===== src/rtl/flash_boot_pkg.sv =====
// flash_boot_pkg: shared constants for the flash boot copy engine.
//   - address/data/index widths (22-bit flash word address, 18-bit RAM address)
//   - default run length and per-read timeout
//   - state encoding for the copy FSM
package flash_boot_pkg;

   localparam int FLASH_AW = 22;
   localparam int RAM_AW   = 18;
   localparam int DATA_W   = 16;
   localparam int IDX_W    = 16;

   localparam logic [IDX_W-1:0] DEF_WORD_COUNT = 16'd1024;
   localparam int               DEF_TIMEOUT    = 4096;

   localparam logic [2:0] ST_IDLE  = 3'd0;
   localparam logic [2:0] ST_REQ   = 3'd1;
   localparam logic [2:0] ST_WAIT  = 3'd2;
   localparam logic [2:0] ST_WRITE = 3'd3;
   localparam logic [2:0] ST_ERR   = 3'd4;

   typedef enum logic [2:0] {
      S_IDLE  = ST_IDLE,
      S_REQ   = ST_REQ,
      S_WAIT  = ST_WAIT,
      S_WRITE = ST_WRITE,
      S_ERR   = ST_ERR
   } state_e;

endpackage


===== src/rtl/flash_boot_watchdog.sv =====
// flash_boot_watchdog: per-read timeout counter for the boot copy engine.
// Only compiled when FLASH_BOOT_TIMEOUT_EN is defined (it has no user otherwise).
// Ports:
//   clk, rst  - clock, async active-high reset
//   load      - clear the count (entry to a new read request)
//   count     - advance the count (waiting on flash)
//   expire    - high in the TIMEOUT-th counting cycle
`ifdef FLASH_BOOT_TIMEOUT_EN
module flash_boot_watchdog #(
   parameter int TIMEOUT = 4096
) (
   input  logic clk,
   input  logic rst,
   input  logic load,
   input  logic count,
   output logic expire
);

   localparam int CW = $clog2(TIMEOUT + 1);

   logic [CW-1:0] cnt_q, cnt_d;

   always_comb begin
      cnt_d = cnt_q;
      if (load)       cnt_d = '0;
      else if (count) cnt_d = cnt_q + CW'(1);
   end

   always_ff @(posedge clk or posedge rst) begin
      if (rst) cnt_q <= '0;
      else     cnt_q <= cnt_d;
   end

   // cnt_q holds the number of cycles already spent, so the TIMEOUT-th
   // counting cycle sees TIMEOUT-1.
   assign expire = count && (cnt_q == CW'(TIMEOUT - 1));

endmodule
`endif


===== src/rtl/flash_boot_loader.sv =====
// flash_boot_loader: boot-time copy engine, flash -> RAM.
// Walks WORD_COUNT flash words from FLASH_BASE, issuing one-cycle read
// requests, and writes each returned word to RAM_BASE+index through a
// we/ack handshake. done is sticky until the next accepted start.
// Optional feature macro: FLASH_BOOT_TIMEOUT_EN (per-read watchdog, error flag).
// Ports:
//   clk, rst              - clock, async active-high reset
//   start                 - begins a run when seen in IDLE
//   flash_addr/read       - word address and one-cycle read request
//   flash_data/ready      - read data; a read completes on ready's rising edge
//   ram_addr/data/we/ack  - RAM write, we held until ack
//   busy, done, error     - status (done/error sticky)
module flash_boot_loader
   import flash_boot_pkg::*;
#(
   parameter logic [FLASH_AW-1:0] FLASH_BASE = '0,
   parameter logic [RAM_AW-1:0]   RAM_BASE   = '0,
   parameter logic [IDX_W-1:0]    WORD_COUNT = DEF_WORD_COUNT,
   parameter int                  TIMEOUT    = DEF_TIMEOUT
) (
   input  logic                clk,
   input  logic                rst,
   input  logic                start,
   output logic [FLASH_AW-1:0] flash_addr,
   output logic                flash_read,
   input  logic [DATA_W-1:0]   flash_data,
   input  logic                flash_ready,
   output logic [RAM_AW-1:0]   ram_addr,
   output logic [DATA_W-1:0]   ram_data,
   output logic                ram_we,
   input  logic                ram_ack,
   output logic                busy,
   output logic                done,
   output logic                error
);

   if (WORD_COUNT == '0 || TIMEOUT < 1) begin : g_bad_cfg
      $error("flash_boot_loader: WORD_COUNT must be nonzero and TIMEOUT positive");
   end

   state_e              state_q, state_d;
   logic [IDX_W-1:0]    index_q, index_d;
   logic [IDX_W-1:0]    index_inc;
   logic [FLASH_AW-1:0] flash_addr_q, flash_addr_d;
   logic [RAM_AW-1:0]   ram_addr_q, ram_addr_d;
   logic [DATA_W-1:0]   ram_data_q, ram_data_d;
   logic                ready_q, ready_d;
   logic                busy_q, busy_d;
   logic                done_q, done_d;
   logic                wd_load, wd_count, err_set, err_clr, timeout_hit;

   assign index_inc = index_q + 16'd1;

   always_comb begin
      state_d      = state_q;
      index_d      = index_q;
      flash_addr_d = flash_addr_q;
      ram_addr_d   = ram_addr_q;
      ram_data_d   = ram_data_q;
      ready_d      = ready_q;
      busy_d       = busy_q;
      done_d       = done_q;
      wd_load      = 1'b0;
      wd_count     = 1'b0;
      err_set      = 1'b0;
      err_clr      = 1'b0;
      case (state_q)
         S_IDLE: if (start) begin
            state_d      = S_REQ;
            index_d      = '0;
            flash_addr_d = FLASH_BASE;
            busy_d       = 1'b1;
            done_d       = 1'b0;
            err_clr      = 1'b1;
            wd_load      = 1'b1;
         end
         S_REQ: state_d = S_WAIT;
         S_WAIT: begin
            // ready_q only tracks flash_ready while waiting, so a level left
            // high by the previous read cannot masquerade as a new edge.
            ready_d  = flash_ready;
            wd_count = 1'b1;
            if (flash_ready && !ready_q) begin
               state_d    = S_WRITE;
               ram_data_d = flash_data;
               ram_addr_d = RAM_BASE + {2'b00, index_q};
            end else if (timeout_hit) begin
               state_d = S_ERR;
               busy_d  = 1'b0;
               err_set = 1'b1;
            end
         end
         S_WRITE: if (ram_ack) begin
            if (index_q == WORD_COUNT - 16'd1) begin
               state_d = S_IDLE;
               busy_d  = 1'b0;
               done_d  = 1'b1;
            end else begin
               state_d      = S_REQ;
               index_d      = index_inc;
               flash_addr_d = FLASH_BASE + {6'd0, index_inc};
               wd_load      = 1'b1;
            end
         end
         S_ERR:   state_d = S_IDLE;
         default: state_d = S_IDLE;
      endcase
   end

   always_ff @(posedge clk or posedge rst) begin
      if (rst) begin
         state_q      <= S_IDLE;
         index_q      <= '0;
         flash_addr_q <= '0;
         ram_addr_q   <= '0;
         ram_data_q   <= '0;
         ready_q      <= 1'b0;
         busy_q       <= 1'b0;
         done_q       <= 1'b0;
      end else begin
         state_q      <= state_d;
         index_q      <= index_d;
         flash_addr_q <= flash_addr_d;
         ram_addr_q   <= ram_addr_d;
         ram_data_q   <= ram_data_d;
         ready_q      <= ready_d;
         busy_q       <= busy_d;
         done_q       <= done_d;
      end
   end

`ifdef FLASH_BOOT_TIMEOUT_EN
   logic error_q, error_d;

   flash_boot_watchdog #(.TIMEOUT(TIMEOUT)) u_watchdog (
      .clk    (clk),
      .rst    (rst),
      .load   (wd_load),
      .count  (wd_count),
      .expire (timeout_hit)
   );

   always_comb begin
      error_d = error_q;
      if (err_clr) error_d = 1'b0;
      if (err_set) error_d = 1'b1;
   end

   always_ff @(posedge clk or posedge rst) begin
      if (rst) error_q <= 1'b0;
      else     error_q <= error_d;
   end

   assign error = error_q;
`else
   // Without the watchdog WAIT blocks indefinitely; its controls go nowhere.
   logic unused_wd_ctl;
   assign unused_wd_ctl = wd_load ^ wd_count ^ err_set ^ err_clr;
   assign timeout_hit   = 1'b0;
   assign error         = 1'b0;
`endif

   assign flash_read = (state_q == S_REQ);
   assign ram_we     = (state_q == S_WRITE);
   assign flash_addr = flash_addr_q;
   assign ram_addr   = ram_addr_q;
   assign ram_data   = ram_data_q;
   assign busy       = busy_q;
   assign done       = done_q;

endmodule

===== config.mk =====
export PLATFORM = sky130hd
export DESIGN_NAME = flash_boot_loader
export DESIGN_NICKNAME = d
export VERILOG_FILES = /design/src/rtl/flash_boot_pkg.sv /design/src/rtl/flash_boot_watchdog.sv /design/src/rtl/flash_boot_loader.sv
export SDC_FILE = /design/constraint.sdc
export NUM_CORES = 1
export LEC_CHECK = 0
export ABC_AREA = 0
export ABC_CLOCK_PERIOD_IN_PS = 2200
export CAP_MARGIN = 15
export CORE_ASPECT_RATIO = 1.4
export CORE_UTILIZATION = 30
export DETAILED_ROUTE_END_ITERATION = 10
export PLACE_DENSITY = 0.7
export SLEW_MARGIN = 30
export SYNTH_ARGS = -nofsm -noshare
export SYNTH_HDL_FRONTEND = slang
export SYNTH_SLANG_ARGS = --single-unit
export TNS_END_PERCENT = 5

===== constraint.sdc =====
create_clock -name clk -period 2.2 [get_ports clk]
set_clock_uncertainty 0.1 [all_clocks]
set_input_delay 0.33 -clock clk [delete_from_list [all_inputs] [get_ports clk]]
set_output_delay 0.33 -clock clk [all_outputs]
set_load 0.01 [all_outputs]

==> metrics.csv, run 1 <==
metric,value,unit
"Cell Area, Placed",3487,um2
"wirelength, routed",5.898,mm
Synth warnings,0,
num rows,39,
list of most frequent post-synthesis cells,"53 x dfrtp_1, 31 x mux2_2, 16 x nand2_1",
CORE AREA,8149,um2
TritonCTS clock tree,done,
Post-route DRC,0,
"area leader, netlist",dfrtp_1,
DP Cell Count,401,
HPWL Detailed,4.398,mm
Pre-antenna DRT Iters,4,
crit path cell chain,inv_1 > ha_2 > nor2b_1 > or3_4 > or4_1 > a21oi_1,
Worst-Skew Late Latency,290,ps
number of DRC markers in iteration 0,86,
Register-to-Register Path Depth,6,
Ant. Diodes,0,
Post-Synthesis Cells,212,
final instance area,3652,um2
CP max-delay cell,or4_1,
htree depth,2,
Synth Flop Type,dfrtp_1,
crit path time final,2120,ps
M2 GR Usage,24.62,%
CP Capture Type,register,
routing usage on met1,16.66,%
Util after Layout,44.82,%
Static Leakage,1.590,nW
Num CTS Buffers,5,
final cell count without fillers,409,
clk slew on worst S/H paths,70,ps
total power divided by cell area,998.0,nW/um2
critical setup path kind,register to register,
"flops & latches, synth",53,
worst vdd ir,452.1,uV
WL/cell,14.42,um
Vias,2008,
startpoint class of the critical path,register,
RD Place Congestion,0.8191,
Hold Path Class,input port to async pin,
"top cells by area, synth","dfrtp_1 52%, mux2_2 14%, buf_4 2.7%",
period utilization,96.37,%
CTS max path bufs,2,
largest net degree at the start of global routing,54,
status,"complete, no violations",
synthesized cell area,2527,um2
crit-path max cell delay,530,ps
root buffer cell,clkbuf_16,
syn avg cell area,11.92,um2
Post-DRT Antenna Nets,0,
"Req. time, crit path",2310,ps
Post-synth EDFFs,0,
"Seq/Total Area, Yosys",52.48,%
top-count cell post-synth,dfrtp_1,
die area,8801,um2
layout cells sized above 1,23.13,%
fmax,471.6,MHz
most used routing layer,met2,
setup violators final,0,
vias in the first global route,2096,
DR vias/cell,4.910,
Vert. Die Dim,110.6,um
total power,0.003645,W
Die Wd,79.58,um
IO Port Bufs,72,
Critical Path Fanout Max,5,
initial core utilization,31.01,%
GR Layer Usage met3,2.893,%
asr flop ratio synth,100.0,%
clk sink count,53,
Total GRT Usage,14.40,%
Yosys top cell area share,52.48,%
antenna violations before repair,0,
nets@finish,332,
total gr overflow,0,
I/O Pins,82,
RSZ-0062 raised after global routing,false,
count of cell types in the netlist,41,
max-slew violation count,0,
CP arrival,2230,ps
Max Cap Viol,0,
synthesis-to-layout area growth,44.50,%
Hold Buf Count CTS,0,
final hold vios,0,
first-pass GRT wire length,9.867,mm
[sequential cells by signal, summed over array words and instances (netlist names)]
name,flops
flash_addr,16
ram_addr,16
ram_data,16
state_q,2
busy,1
done,1
ready_q,1
[worst paths after layout]
path                                          from                        end  slack (ps)
max reg2reg                 state_q[0]$_DFFE_PP0P_  flash_addr[7]$_DFFE_PP0P_          80
min in group clk           ram_addr[1]$_DFFE_PP0P_    ram_addr[1]$_DFFE_PP0P_         380
min reg2reg                ram_addr[1]$_DFFE_PP0P_    ram_addr[1]$_DFFE_PP0P_         380
min                                            rst    ram_data[9]$_DFFE_PP0P_         310
max in group asynchronous                      rst    ram_addr[3]$_DFFE_PP0P_        1460
max                         state_q[0]$_DFFE_PP0P_  flash_addr[7]$_DFFE_PP0P_          80
[placed cells by master (no fill, tap or decap), drive strengths merged, types with 3 or more instances in the layout]
cell           count
mux2              31
conb               9
mux2i              6
clkbuf             7
clkdlybuf4s50     72
nand3b             3
or3                5
o311ai             4
or4                4
nand2             16
dfrtp             53
nand4              6
ha                 5
inv                8
nand2b             6
o21ai              3
buf               23
o31ai              4
a21oi              7
nor4               6
nand3              4
o211ai             3
nor2               4
[cell families (layout without fill, tap and decap cells)]
| logic type | after synthesis | in the layout | synth area share, % |
|---|---|---|---|
| mux | 37 | 37 | 16.19 |
| simple gates | 61 | 61 | 14.70 |
| buf+inv | 24 | 111 | 5.297 |
| compound gates | 31 | 31 | 8.713 |
| fa+ha+maj | 5 | 5 | 2.475 |
| flops | 53 | 53 | 52.48 |
| other cells | 1 | 9 | 0.1484 |
[critical path: cells and delay by family, from the launching register on]
| family | cells | cell delay (ps) |
|---|---|---|
| flip-flops | 1 | 390 |
| adder cells (fa/ha/maj) | 1 | 210 |
| AO/OA/AOI/OAI | 1 | 170 |
| AND/OR/NAND/NOR | 3 | 1100 |
| buffers and inverters | 1 | 80 |
[through the flow]
step | worst slack (ps) | TNS [ps] | hold slack [ps]
5_1_grt | 0.1756 | 0 | 351.0
6_report | 79.76 | 0 | 306.5
4_1_cts | 17.97 | 0 | 315.7
3_5_place_dp | -90.15 | -268.6 | 373.5
2_1_floorplan | 132.1 | 0 | 330.5
3_3_place_gp | 12.94 | 0 | 364.9
[repair_timing]
action	4_1_cts	5_1_grt
endpoints found under the hold margin	0	0
setup endpoints to repair	5	6
buffers inserted	0	0
gates resized for setup	3	1
[area by class of cell]
| class | count | area, um2 |
|---|---|---|
| well taps | 102 | 127.6 |
| inverters | 8 | 30.03 |
| fillers | 770 | 4497 |
| multi-input cells | 143 | 1105 |
| clock inverters | 1 | 5.005 |
| flip-flops and latches | 53 | 1326 |
| repair buffers | 95 | 905.9 |
| clock buffers | 7 | 152.6 |
[per-layer routing]
metal	part of all wire, %	up-vias	wire (um)
met1	40	986	2337
met5	0	-	0
li1	-	951	-
met4	2.4	0	142
met2	53	57	3142
met3	4.7	14	276
[power by group]
part | leakage, nW | switching [W] | internal [W]
registers | 0.696 | 0.000121 | 0.00120
logic | 0.814 | 0.000664 | 0.000843
clock network | 0.0799 | 0.000340 | 0.000482
Power figures use the tool's default switching activity.
==> inputs of run 2 (changes only) <==
- ABC_AREA: 0 -> 1
- RECOVER_POWER: unset -> 25
==> run 2 against run 1 <==
Effect of this change: count of clock-buffer cells in the layout shrank 2; sequential power is essentially flat; total power grew 2.4%; register-to-register slack gained 320 ps; flip-flop and latch count is the same; first-iteration DRC count grew to 3.0 times the previous value; utilization shrank 2.5 points; area after synthesis grew 3.7%; sequential share of layout area grew 0.49 points; final cell count grew 15%.
==> metrics.csv, run 2 <==
metric,value,unit,change
Post-route DRC,0,,unchanged
clk slew on worst S/H paths,70,ps,about the same
worst vdd ir,466.6,uV,+3.2%
fmax,518.4,MHz,+9.9%
"delay-heaviest family, CP",buffers and inverters,,
status,"complete, no violations",,
CTS max path bufs,2,,unchanged
first-pass GRT wire length,10.08,mm,+2.2%
Die Wd,80.98,um,+1.8%
"Req. time, crit path",1770,ps,-540 ps
worst-margin pin slew,998.9,ps,
syn avg cell area,8.973,um2,-25%
setup violators final,0,,unchanged
GR Layer Usage met3,2.602,%,-0.29 points
IO Port Bufs,72,,unchanged
number of DRC markers in iteration 0,254,,+200%
layout cells sized above 1,11.99,%,-11 points
Post-DRT Antenna Nets,0,,unchanged
"commonest non-fill, non-tap cells in the layout","71 x clkdlybuf4s50_1, 70 x nand2_1, 53 x dfrtp_1",,
Num CTS Buffers,5,,unchanged
Hold Buf Count CTS,0,,unchanged
largest net degree at the start of global routing,48,,-11%
"top cells by area, synth","dfrtp_1 51%, nand2_1 10%, mux2_2 7.3%",,
RSZ-0062 raised after global routing,false,,
RD Place Congestion,0.9114,,+11%
Post-Synthesis Cells,292,,+38%
period utilization,87.68,%,-8.7 points
crit path cell chain,inv_1 > ha_1 > clkdlybuf4s50_1,,
total gr overflow,0,,unchanged
DP Cell Count,465,,+16%
Vias,2180,,+8.6%
synthesis-to-layout area growth,37.54,%,
final hold vios,0,,unchanged
Total GRT Usage,14.55,%,+0.15 points
M2 GR Usage,25.04,%,+0.43 points
I/O Pins,82,,unchanged
DR vias/cell,4.619,,-5.9%
total power divided by cell area,1036,nW/um2,+3.8%
CORE AREA,8508,um2,+4.4%
count of cell types in the netlist,28,,-32%
Synth Flop Type,dfrtp_1,,
Vert. Die Dim,112.6,um,+1.8%
clk sink count,53,,unchanged
final cell count without fillers,472,,+15%
antenna violations before repair,0,,unchanged
synthesized cell area,2620,um2,+3.7%
Worst-Skew Late Latency,300,ps,about the same
crit path time final,1929,ps,-191.3 ps
CP max-delay cell,clkdlybuf4s50_1,,
final instance area,3603,um2,-1.3%
Post-CTS Setup Repair Bufs,0,,unchanged
max-slew violation count,0,,unchanged
"area leader, netlist",dfrtp_1,,
FF-to-FF Start,flash_addr[0]$_DFFE_PP0P_,,
CP Launch Point,state_q[1]$_DFFE_PP0P_,,
CP bufs+invs,2,,+1
most used routing layer,met2,,
initial core utilization,30.79,%,-0.22 points
"flops & latches, synth",53,,unchanged
"Cell Area, Placed",3455,um2,-0.93%
TritonCTS clock tree,done,,
Critical Path Fanout Max,3,,-2
critical setup path kind,register to output pin,,
Ant. Diodes,0,,unchanged
CP arrival,1500,ps,-730 ps
Final WS setup,271.1,ps,+191.3 ps
Util after Layout,42.35,%,-2.5 points
Synth warnings,0,,unchanged
root buffer cell,clkbuf_16,,
Hold Path Class,input port to async pin,,
Pre-antenna DRT Iters,4,,unchanged
dpl ws,417.6,ps,+507.7 ps
routing usage on met1,17.20,%,+0.54 points
num rows,40,,+2.6%
crit-path max cell delay,540,ps,about the same
list of most frequent post-synthesis cells,"70 x nand2_1, 53 x dfrtp_1, 27 x nor2_1",,
htree depth,2,,unchanged
vias in the first global route,2045,,-2.4%
"Seq/Total Area, Yosys",50.62,%,-1.9 points
Slew headroom,33.41,%,
"commonest non-fill, non-tap cell in the layout",clkdlybuf4s50_1,,
die area,9116,um2,+3.6%
Setup TNS Final,0,ps,unchanged
nets@finish,393,,+18%
CP Capture Type,output pin,,
startpoint class of the critical path,register,,
Static Leakage,1.553,nW,-2.3%
HPWL Detailed,4.801,mm,+9.2%
top-count cell post-synth,nand2_1,,
asr flop ratio synth,100.0,%,unchanged
Max Cap Viol,0,,unchanged
Post-synth EDFFs,0,,unchanged
Yosys top cell area share,50.62,%,-1.9 points
WL/cell,13.18,um,-8.6%
post-CTS resize count,0,,-3
"wirelength, routed",6.220,mm,+5.5%
==> run 2: cell types whose count changed after synthesis, sizes merged, moves of 6 or more <==
cell and change:
a21oi -6, inv +19, mux2 -14, mux2i -6, nand2 +58, nand2b -6
nand3 +16, nor2 +25, nor4 -6, o21ai +27
==> run 2: power breakdown <==
group | switching, W | internal [W] | leakage, nW | total (W)
clock network | 0.000347 | 0.000535 | 0.0803 | 0.000882
logic | 0.000782 | 0.000734 | 0.778 | 0.00152
registers | 0.000127 | 0.00121 | 0.695 | 0.00134
total | 0.00126 | 0.00248 | 1.55 | 0.00373
==> run 2: worst register-to-register path: cells and delay by family (launching register included) <==
family	cells	cell delay [ps]
DFF	1	450
AOI/OAI and AO/OA	1	60
and+or+nand+nor	6	610
adders and majority gates	1	290
buffers and inverters	2	170
==> run 2: cells by family (layout without fill, tap and decap cells) <==
group,Yosys count,after routing,share of synthesized area [%]
mux,17,17,7.306
fa+ha+maj,5,5,2.388
flops,53,53,50.62
buf+inv,44,111,8.166
xor+xnor,5,5,1.671
other cells,1,9,0.1431
simple gates,134,134,22.59
compound gates,33,33,7.116
==> run 2: path summary, 6_finish.rpt <==
path | end | slack (ps) | cells after the start
setup reg to reg | flash_addr[4]$_DFFE_PP0P_ | 400 | 10
setup / recovery | flash_read | 270 | 3
max in group asynchronous | ram_addr[9]$_DFFE_PP0P_ | 460 | 3
min in group clk | ram_addr[6]$_DFFE_PP0P_ | 390 | 2
hold reg to reg | ram_addr[6]$_DFFE_PP0P_ | 390 | 2
hold / removal | ram_data[0]$_DFFE_PP0P_ | 300 | 2
==> run 2: layout make-up <==
class                   count  area (um2)
fillers                   837        4905
flip-flops and latches     53        1326
multi-input cells         203        1115
repair buffers             76       760.7
well taps                 105       131.4
clock buffers               5       125.1
inverters                  28       106.4
clock inverters             2       38.79
==> run 2: per-layer routing <==
layer / wire length (um) / up-vias
met3: 337 / 10
li1: - / 1082
met2: 3245 / 71
met5: 0 / -
met4: 161 / 0
met1: 2476 / 1017
==> run 2: stage by stage <==
| stage | hold slack [ps] | total power, W |
|---|---|---|
| finish | 296.3 | 0.003733 |
| global route | 316.4 | 0.003990 |
| floorplan | 351.0 | 0.002242 |
| CTS | 149.9 | 0.003784 |
| detailed placement | 378.3 | 0.002891 |
| global placement | 366.4 | 0.002855 |
==> inputs of run 3 (changes only) <==
- CORE_ASPECT_RATIO: 1.4 -> 1.75
- GPL_TIMING_DRIVEN: unset -> 0
==> run 3 against run 2 <==
Effect of this change: maximum frequency is 3.1% lower; non-clock buffer count grew 13; flip-flop and latch count unchanged; final cell count increased by 5.1%; design area rose by 2.2%; utilization up 1.7 points; die area up 0.11%; critical path depth shrank 1; count of clock-buffer cells in the layout increased by 2; sequential power is essentially flat; total power shrank 1.5%; largest cell class unchanged; highest routed layer unchanged.
==> metrics.csv, run 3 (synthesized netlist as in run 2, its figures left out) <==
metric,value,unit,change
CORE AREA,8368,um2,-1.6%
Pre-antenna DRT Iters,4,,unchanged
period utilization,90.52,%,+2.8 points
"Req. time, crit path",1770,ps,about the same
layout cells sized above 1,13.65,%,+1.7 points
status,"complete, no violations",,
TritonCTS clock tree,done,,
DR vias/cell,4.484,,-2.9%
clk slew on worst S/H paths,70,ps,about the same
clk sink count,53,,unchanged
first-pass GRT wire length,10.67,mm,+5.8%
Post-CTS Setup Repair Bufs,0,,unchanged
IO Port Bufs,72,,unchanged
CP Capture Type,output pin,,
Post-DRT Antenna Nets,0,,unchanged
synthesis-to-layout area growth,40.59,%,
Total GRT Usage,15.38,%,+0.83 points
GR Layer Usage met3,2.640,%,+0.038 points
"commonest non-fill, non-tap cells in the layout","71 x clkdlybuf4s50_1, 70 x nand2_1, 53 x dfrtp_1",,
largest net degree at the start of global routing,52,,+8.3%
die area,9126,um2,+0.11%
final hold vios,0,,unchanged
nets@finish,406,,+3.3%
RSZ-0062 raised after global routing,false,,
antenna violations before repair,0,,unchanged
WL/cell,13.13,um,-0.39%
initial core utilization,31.31,%,+0.52 points
routing usage on met1,15.87,%,-1.3 points
Vias,2224,,+2.0%
post-CTS resize count,0,,unchanged
final cell count without fillers,496,,+5.1%
Hold Path Class,input port to async pin,,
number of DRC markers in iteration 0,96,,-62%
startpoint class of the critical path,register,,
"commonest non-fill, non-tap cell in the layout",clkdlybuf4s50_1,,
Clk pwr share,20.9,%,-2.7 points
Critical Path Fanout Max,5,,+2
most used routing layer,met2,,
Post-route DRC,0,,unchanged
Max Cap Viol,0,,unchanged
crit path time final,1991,ps,+62.44 ps
Internal,0.002400,W,-3.1%
Num CTS Buffers,5,,unchanged
total gr overflow,0,,unchanged
Hold Buf Count CTS,0,,unchanged
RD Place Congestion,0.8508,,-6.6%
"wirelength, routed",6.511,mm,+4.7%
final instance area,3684,um2,+2.2%
HPWL Detailed,5.026,mm,+4.7%
root buffer cell,clkbuf_16,,
total power divided by cell area,998.7,nW/um2,-3.6%
M2 GR Usage,28.42,%,+3.4 points
"Cell Area, Placed",3545,um2,+2.6%
worst vdd ir,427.4,uV,-8.4%
max-slew violation count,0,,unchanged
P_sw,0.001279,W,+1.8%
Ant. Diodes,0,,unchanged
num rows,44,,+10%
setup violators final,0,,unchanged
Worst-Skew Late Latency,300,ps,about the same
vias in the first global route,2214,,+8.3%
Static Leakage,1.585,nW,+2.1%
fmax,502.2,MHz,-3.1%
switch share,34.76,%,+1.1 points
CP arrival,1560,ps,+60 ps
DP Cell Count,488,,+4.9%
critical setup path kind,register to output pin,,
CTS max path bufs,2,,unchanged
Comb pwr share,42.7,%,+2.1 points
Die Wd,72.65,um,-10%
I/O Pins,82,,unchanged
Reg power frac,36.4,%,+0.6 points
htree depth,2,,unchanged
Vert. Die Dim,125.6,um,+12%
==> run 3: worst paths after layout <==
path / endpoint / slack, ps / from / depth (start not counted)
worst max-delay path: ram_we / 210 / state_q[1]$_DFFE_PP0P_ / 2
max in group asynchronous: flash_addr[11]$_DFFE_PP0P_ / 1220 / rst / 3
worst min register to register: ram_addr[13]$_DFFE_PP0P_ / 380 / ram_addr[13]$_DFFE_PP0P_ / 2
min in group clk: ram_addr[13]$_DFFE_PP0P_ / 380 / ram_addr[13]$_DFFE_PP0P_ / 2
worst max register to register: flash_addr[12]$_DFFE_PP0P_ / 310 / flash_addr[0]$_DFFE_PP0P_ / 10
worst min-delay path: ram_data[10]$_DFFE_PP0P_ / 290 / rst / 2
==> run 3: power by group through the flow <==
stage / Combinational (W) / Sequential [W] / Clock [W]
floorplan: 0.000800 / 0.00144 / 0
global placement: 0.00156 / 0.00134 / 0
detailed placement: 0.00159 / 0.00136 / 0
CTS: 0.00160 / 0.00134 / 0.000793
global route: 0.00173 / 0.00137 / 0.000822
finish: 0.00157 / 0.00134 / 0.000767
==> run 3: cell type report <==
class / count / area [um2]
well taps: 115 / 143.9
flip-flops and latches: 53 / 1326
plain buffers: 16 / 107.6
multi-input cells: 203 / 1110
inverters: 28 / 107.6
clock inverters: 1 / 7.507
clock buffers: 7 / 132.6
fillers: 876 / 4684
repair buffers: 73 / 748.2
==> run 3: routing by layer <==
| layer | routed length (um) | share of wire, % |
|---|---|---|
| met1 | 2494 | 38 |
| met2 | 3629 | 56 |
| met3 | 252 | 3.9 |
| met4 | 133 | 2.0 |
| met5 | 0 | 0 |
==> run 3: worst max-delay path, stage by stage, from the launching register on <==
cell	delay, ps
dfrtp_1	380
ha_1	290
clkdlybuf4s50_1	600
==> run 3: per-stage QoR <==
stage / total power (W) / setup slack [ps] / util (%) / hold WS, ps / setup TNS [ps]
finish: 0.003679 / 208.6 / 44.02 / 293.3 / 0
detailed placement: 0.002950 / 295.4 / 42.36 / 372.2 / 0
global placement: 0.002906 / -479.1 / 42.00 / 362.7 / -25110
CTS: 0.003731 / 181.8 / 44.03 / 134.7 / 0
global route: 0.003920 / 137.5 / 44.02 / 301.6 / 0
floorplan: 0.002242 / 483.8 / - / 351.0 / 0
